## src/rtl/time_keeper_if.sv

```systemverilog
// time_keeper_if: setting controls in, time/tick/chime out.
// master drives the controls, slave is the timekeeper.
interface time_keeper_if;
   logic       adjust;
   logic       select_add;
   logic       add;
   logic [6:0] second;
   logic [6:0] minute;
   logic [5:0] hour;
   logic [3:0] select_one;
   logic       tick;
   logic       chime;

   modport master (
      output adjust, select_add, add,
      input  second, minute, hour, select_one, tick, chime
   );

   modport slave (
      input  adjust, select_add, add,
      output second, minute, hour, select_one, tick, chime
   );
endinterface

```

## src/rtl/time_keeper.sv

```systemverilog
// time_keeper: 24-hour BCD timekeeper with a 1 Hz prescaler
// and digit-by-digit manual setting.
module time_keeper #(
   parameter int DIV = 50000000
) (
   input  logic         CLOCK_50,
   input  logic         clr_n,
   time_keeper_if.slave tk
);
   localparam int PW = (DIV > 1) ? $clog2(DIV) : 1;
   localparam logic [PW-1:0] LAST = PW'(DIV - 1);

   // [0] first sync flop, [1] second sync flop, [2] previous value
   logic [2:0] adj_sh, sel_sh, add_sh;
   logic       adj, adj_rise, adj_fall, sel_e, add_e;

   logic [PW-1:0] presc, presc_n;
   logic [6:0]    sec_q, sec_n, min_q, min_n;
   logic [5:0]    hr_q, hr_n;
   logic [1:0]    sel, sel_n;
   logic [3:0]    sel_one, sel_one_n;
   logic          tick_q, tick_n, chime_q, chime_n;
   logic [3:0]    hu_max;

   assign adj      = adj_sh[1];
   assign adj_rise = adj_sh[1] & ~adj_sh[2];
   assign adj_fall = ~adj_sh[1] & adj_sh[2];
   assign sel_e    = sel_sh[1] & ~sel_sh[2] & adj;
   assign add_e    = add_sh[1] & ~add_sh[2] & adj;
   assign hu_max   = (hr_q[5:4] == 2'd2) ? 4'd3 : 4'd9;

   always_comb begin
      presc_n   = presc;
      sec_n     = sec_q;
      min_n     = min_q;
      hr_n      = hr_q;
      sel_n     = sel;
      tick_n    = 1'b0;
      chime_n   = 1'b0;
      if (adj_fall) begin
         sec_n   = '0;
         presc_n = '0;
      end else if (!adj) begin
         if (presc == LAST) begin
            presc_n = '0;
            tick_n  = 1'b1;
            if (sec_q[3:0] != 4'd9) begin
               sec_n[3:0] = sec_q[3:0] + 4'd1;
            end else begin
               sec_n[3:0] = 4'd0;
               if (sec_q[6:4] != 3'd5) begin
                  sec_n[6:4] = sec_q[6:4] + 3'd1;
               end else begin
                  sec_n[6:4] = 3'd0;
                  if (min_q[3:0] != 4'd9) begin
                     min_n[3:0] = min_q[3:0] + 4'd1;
                  end else begin
                     min_n[3:0] = 4'd0;
                     if (min_q[6:4] != 3'd5) begin
                        min_n[6:4] = min_q[6:4] + 3'd1;
                     end else begin
                        min_n[6:4] = 3'd0;
                        chime_n    = 1'b1;
                        if (hr_q == 6'h23)
                           hr_n = 6'h00;
                        else if (hr_q[3:0] == 4'd9)
                           hr_n = {hr_q[5:4] + 2'd1, 4'd0};
                        else
                           hr_n[3:0] = hr_q[3:0] + 4'd1;
                     end
                  end
               end
            end
         end else begin
            presc_n = presc + 1'b1;
         end
      end else begin
         presc_n = '0;
         if (adj_rise) begin
            sel_n = 2'd0;
         end else begin
            // increment uses the select held before this edge
            if (add_e) begin
               unique case (sel)
                  2'd0: min_n[3:0] = (min_q[3:0] == 4'd9) ?
                                     4'd0 : min_q[3:0] + 4'd1;
                  2'd1: min_n[6:4] = (min_q[6:4] == 3'd5) ?
                                     3'd0 : min_q[6:4] + 3'd1;
                  2'd2: hr_n[3:0]  = (hr_q[3:0] >= hu_max) ?
                                     4'd0 : hr_q[3:0] + 4'd1;
                  default: begin
                     unique case (hr_q[5:4])
                        2'd0: hr_n[5:4] = 2'd1;
                        2'd1: begin
                           hr_n[5:4] = 2'd2;
                           if (hr_q[3:0] > 4'd3) hr_n[3:0] = 4'd0;
                        end
                        default: hr_n[5:4] = 2'd0;
                     endcase
                  end
               endcase
            end
            if (sel_e) sel_n = sel + 2'd1;
         end
      end
      sel_one_n = adj ? (4'b0001 << sel_n) : 4'b0000;
   end

   always_ff @(posedge CLOCK_50 or negedge clr_n) begin
      if (!clr_n) begin
         adj_sh  <= '0;
         sel_sh  <= '0;
         add_sh  <= '0;
         presc   <= '0;
         sec_q   <= '0;
         min_q   <= '0;
         hr_q    <= '0;
         sel     <= '0;
         sel_one <= '0;
         tick_q  <= 1'b0;
         chime_q <= 1'b0;
      end else begin
         adj_sh  <= {adj_sh[1:0], tk.adjust};
         sel_sh  <= {sel_sh[1:0], tk.select_add};
         add_sh  <= {add_sh[1:0], tk.add};
         presc   <= presc_n;
         sec_q   <= sec_n;
         min_q   <= min_n;
         hr_q    <= hr_n;
         sel     <= sel_n;
         sel_one <= sel_one_n;
         tick_q  <= tick_n;
         chime_q <= chime_n;
      end
   end

   assign tk.second     = sec_q;
   assign tk.minute     = min_q;
   assign tk.hour       = hr_q;
   assign tk.select_one = sel_one;
   assign tk.tick       = tick_q;
   assign tk.chime      = chime_q;
endmodule

```

## src/flat_wrapper.sv

```systemverilog
// flat-port wrapper written by rule: the top's interface ports become plain ports
module time_keeper_flat 
#(
   parameter int DIV = 50000000
)
  (CLOCK_50, clr_n, tk_adjust, tk_select_add, tk_add, tk_second, tk_minute, tk_hour, tk_select_one, tk_tick, tk_chime);
  time_keeper_if tk_i ();
  input  logic CLOCK_50;
  input  logic clr_n;
  input wire logic [$bits(tk_i.adjust)-1:0] tk_adjust;
  input wire logic [$bits(tk_i.select_add)-1:0] tk_select_add;
  input wire logic [$bits(tk_i.add)-1:0] tk_add;
  output wire logic [$bits(tk_i.second)-1:0] tk_second;
  output wire logic [$bits(tk_i.minute)-1:0] tk_minute;
  output wire logic [$bits(tk_i.hour)-1:0] tk_hour;
  output wire logic [$bits(tk_i.select_one)-1:0] tk_select_one;
  output wire logic [$bits(tk_i.tick)-1:0] tk_tick;
  output wire logic [$bits(tk_i.chime)-1:0] tk_chime;
  assign tk_i.adjust = tk_adjust;
  assign tk_i.select_add = tk_select_add;
  assign tk_i.add = tk_add;
  assign tk_second = tk_i.second;
  assign tk_minute = tk_i.minute;
  assign tk_hour = tk_i.hour;
  assign tk_select_one = tk_i.select_one;
  assign tk_tick = tk_i.tick;
  assign tk_chime = tk_i.chime;
  time_keeper #(.DIV(DIV)) u_core (.CLOCK_50(CLOCK_50), .clr_n(clr_n), .tk(tk_i));
endmodule
```

## config.mk

```make
export PLATFORM = sky130hd
export DESIGN_NAME = time_keeper_flat
export DESIGN_NICKNAME = d
export VERILOG_FILES = /design/src/rtl/time_keeper_if.sv /design/src/rtl/time_keeper.sv /design/src/flat_wrapper.sv
export SDC_FILE = /design/constraint.sdc
export NUM_CORES = 1
export LEC_CHECK = 0
export CAP_MARGIN = 20
export CORE_AREA = 2 2 80 82
export DETAILED_ROUTE_END_ITERATION = 7
export DIE_AREA = 0 0 82 84
export PLACE_DENSITY = 0.84
export SKIP_LAST_GASP = 1
export SYNTH_ARGS = -nofsm -noshare
export SYNTH_HDL_FRONTEND = slang
export SYNTH_SLANG_ARGS = --single-unit
```

## constraint.sdc

```tcl
create_clock -name CLOCK_50 -period 2.5 [get_ports CLOCK_50]
set_input_delay 0.5 -clock CLOCK_50 [delete_from_list [all_inputs] [get_ports CLOCK_50]]
set_output_delay 0.5 -clock CLOCK_50 [all_outputs]
set_load 0.02 [all_outputs]
```

==> reports/metrics.yaml <==
synthCells: 328
tightest_slew_ns: 0.5323
r2r-start: "u_core.adj_sh[1]"
die_w_um: 82
synth_warnings: 0
relSlewSlack: 0.6414
cts_root_buffer: "clkbuf_8"
gp_congestion: 0.8003
endpoint_kind: "flop"
synth_xor_area_frac: 0.06567
synth.top_cells.by_area: "dfrtp_1 (47%), ha_1 (4.9%), nor2_1 (4.5%)"
synth_area_leader_cell: "dfrtp_1"
vdd_ir_drop_max_mv: 0.4686
pwr-share-comb: 0.185
placed_area_mm2: 0.003714
fin_util: 0.6459
synth-seq-area-share: 0.4728
grt_setup_unrepaired: "no"
grt_antenna_before_repair: 0
stdcell_area_mm2: 0.003938
viasPerCell: 5.655
p_int_mw: 1.961
portBuffers: 30
final_max_slew_viol_count: 0
synth_compound_area_frac: 0.07242
synthArstFlopShare: 1.000
min_period_ns: 2.149
path_clk_slew_ns: 0.07
synth-edff-count: 0
rows: 29
p_seq_frac: 0.449
synth_cell_types: 55
grt_first_pass_wirelength_um: 11100
syn2layout_area_growth_pct: 18.09
r2r-end: "u_core.tk.select_one[2]"
grt_pass1_vias: 2540
dr.pass1.iters: 4
start_util: 0.5470
hp-class: "in -> async"
synth_simple_gate_area_frac: 0.2788
die_h_um: 84
clock-sinks: 63
diodes: 0
status: "complete, no violations"
ys.flop_type: "dfrtp_1"
required_ns: 2.77
synthMuxAreaShare: 0.02702
htree_levels: 3
leakagePower_nw: 1.691
syn-cell-area_mm2: 0.003334
pin_count: 31
cellPowerDensity_mw_per_mm2: 689.2
setup_viol: 0
critical_path_class: "reg -> reg"
pwr-share-clk: 0.367
finalNetCount: 380
drc: 0
start_kind: "flop"
cts_tree: "built"
hold_viol_final: 0
synth_top_area_frac: 0.4728
synth_fp_nets: 346
cts_resized: 0
cts-hold-fix-buffers: 0
crit_arrival_ns: 2.42
crit_path_max_fanout: 12
design.core.area_mm2: 0.006096
dpl.hpwl_um: 4555
timing.max_cap.violations: 0
fmax_mhz: 465.2
routed_wl_um: 6406
drtIter0Drc: 98
ff2ff_path_depth: 7
numCtsBuffers: 9
switching_share: 0.2773
cts_setup_buffers: 0
post-route-period-util: 0.8598
wl_per_cell_um: 14.43
drive_gt1_frac: 0.1035
clockBufferDepth: 2
setup_tns_ns: 0
synthAdderAreaFrac: 0.04878
die-area_mm2: 0.006888
clk-insertion-delay-late_ns: 0.34
p_switching_mw: 0.7525
track_usage: 0.2093
r2r_slack_ns: 0.35
grt-ovfl-total: 0
grt_max_degree: 45
synth_top_family_by_area: "simple AND/OR/NAND/NOR gates"
avgSynthCellArea_um2: 10.17
ant_nets: 0
synth_seq_cells: 63
finalClockSkew_ns: 0.009156
vias: 2511
==> how the worst max path moves through the flow <==
stage	start	to	slack (ns)	cells past startpoint
6_report	u_core.adj_sh[1]	u_core.tk.select_one[2]	0.35	7
5_1_grt	u_core.adj_sh[1]	u_core.tk.select_one[3]	0.13	6
4_1_cts	u_core.tk.second[1]	u_core.tk.hour[3]	0.34	7
3_5_place_dp	u_core.presc[0]	u_core.tk.minute[2]	0.35	6
3_3_place_gp	u_core.presc[0]	u_core.tk.minute[2]	0.39	6
2_1_floorplan	u_core.adj_sh[1]	u_core.tk.select_one[3]	0.41	8
==> metal layers <==
metal / up-vias / share of wire / wire [µm] / track usage
li1: 1221 / - / - / -
met1: 1210 / 0.44 / 2839 / 0.2548
met2: 55 / 0.49 / 3119 / 0.3304
met3: 25 / 0.032 / 203 / 0.04329
met4: 0 / 0.038 / 244 / 0.1348
met5: - / 0 / 0 / 0
==> worst max-delay path, cell delays in order (launching register included) <==
cell      delay [ns]
dfrtp_1         0.43
inv_1           0.09
ha_1            0.34
nor4bb_1        0.42
a22oi_1         0.12
o21ai_0         0.46
nand2_1         0.12
nor2_1          0.11
==> Yosys cell counts (4+ instances only) <==
master,number
and3b_1,4
nand2b_1,4
ha_1,13
xnor2_1,14
nor4_2,6
dfrtp_1,63
nor2_1,40
a21oi_1,11
or3_1,4
and4_1,4
nand3_1,14
inv_1,14
nand4_1,11
nand2_1,26
nor3_1,9
nor2b_1,6
o21ai_0,8
xor2_1,11
and2_1,5
buf_2,5
and3_1,4
==> registers in the layout (all words and copies together) (netlist names), 2 cells and up <==
| signal | flops |
|---|---|
| u_core.tk.hour | 6 |
| u_core.sel_sh | 3 |
| u_core.add_sh | 3 |
| u_core.tk.select_one | 4 |
| u_core.tk.minute | 7 |
| u_core.adj_sh | 3 |
| u_core.sel | 2 |
| u_core.presc | 26 |
| u_core.tk.second | 7 |
==> kinds of logic (layout without fill, tap and decap cells) <==
group,count (synthesis),in the layout
buf+inv,26,65
mux,8,8
fa+ha+maj,13,13
compound gates,38,38
simple gates,155,155
xor+xnor,25,25
flops,63,63
==> placed cells by master, fill, tap and decap left out, types with 5 or more instances in the layout <==
cell and instances:
nor2_1 40, nand4_1 11, a21oi_1 11, xnor2_1 14
nor3_1 9, clkdlybuf4s50_1 29, nand3_1 14, dfrtp_1 63
xor2_1 11, ha_1 13, nor4_2 6, and2_1 5
o21ai_0 8, nor2b_1 6, nand2_1 26, inv_1 14
clkbuf_8 11
==> power groups by stage <==
stage               Clock, mW  Sequential, mW  Combinational (mW)
floorplan                   0            1.29               0.215
CTS                      1.02            1.22               0.507
global route             1.06            1.24               0.559
finish                  0.995            1.22               0.501
detailed placement          0            1.24               0.503
global placement            0            1.23               0.491
==> stage by stage <==
step                std cells  setup WS (ns)  total power [mW]  hold WS (ns)
detailed placement        428         0.3460             1.739        0.3371
global route              444         0.1262             2.853        0.1459
global placement          428         0.3911             1.724        0.3328
finish                    444         0.3506             2.714        0.1035
CTS                       444         0.3359             2.741        0.1161
floorplan                 328         0.4119             1.508        0.2044
==> final cells by class <==
class,instances,area (µm²)
well taps,77,96.34
clock inverters,3,65.06
multi-input cells,239,1643
clock buffers,13,158.9
fillers,469,2158
repair buffers,35,345.3
inverters,14,52.55
flip-flops and latches,63,1577
Power figures use the tool's default switching activity.
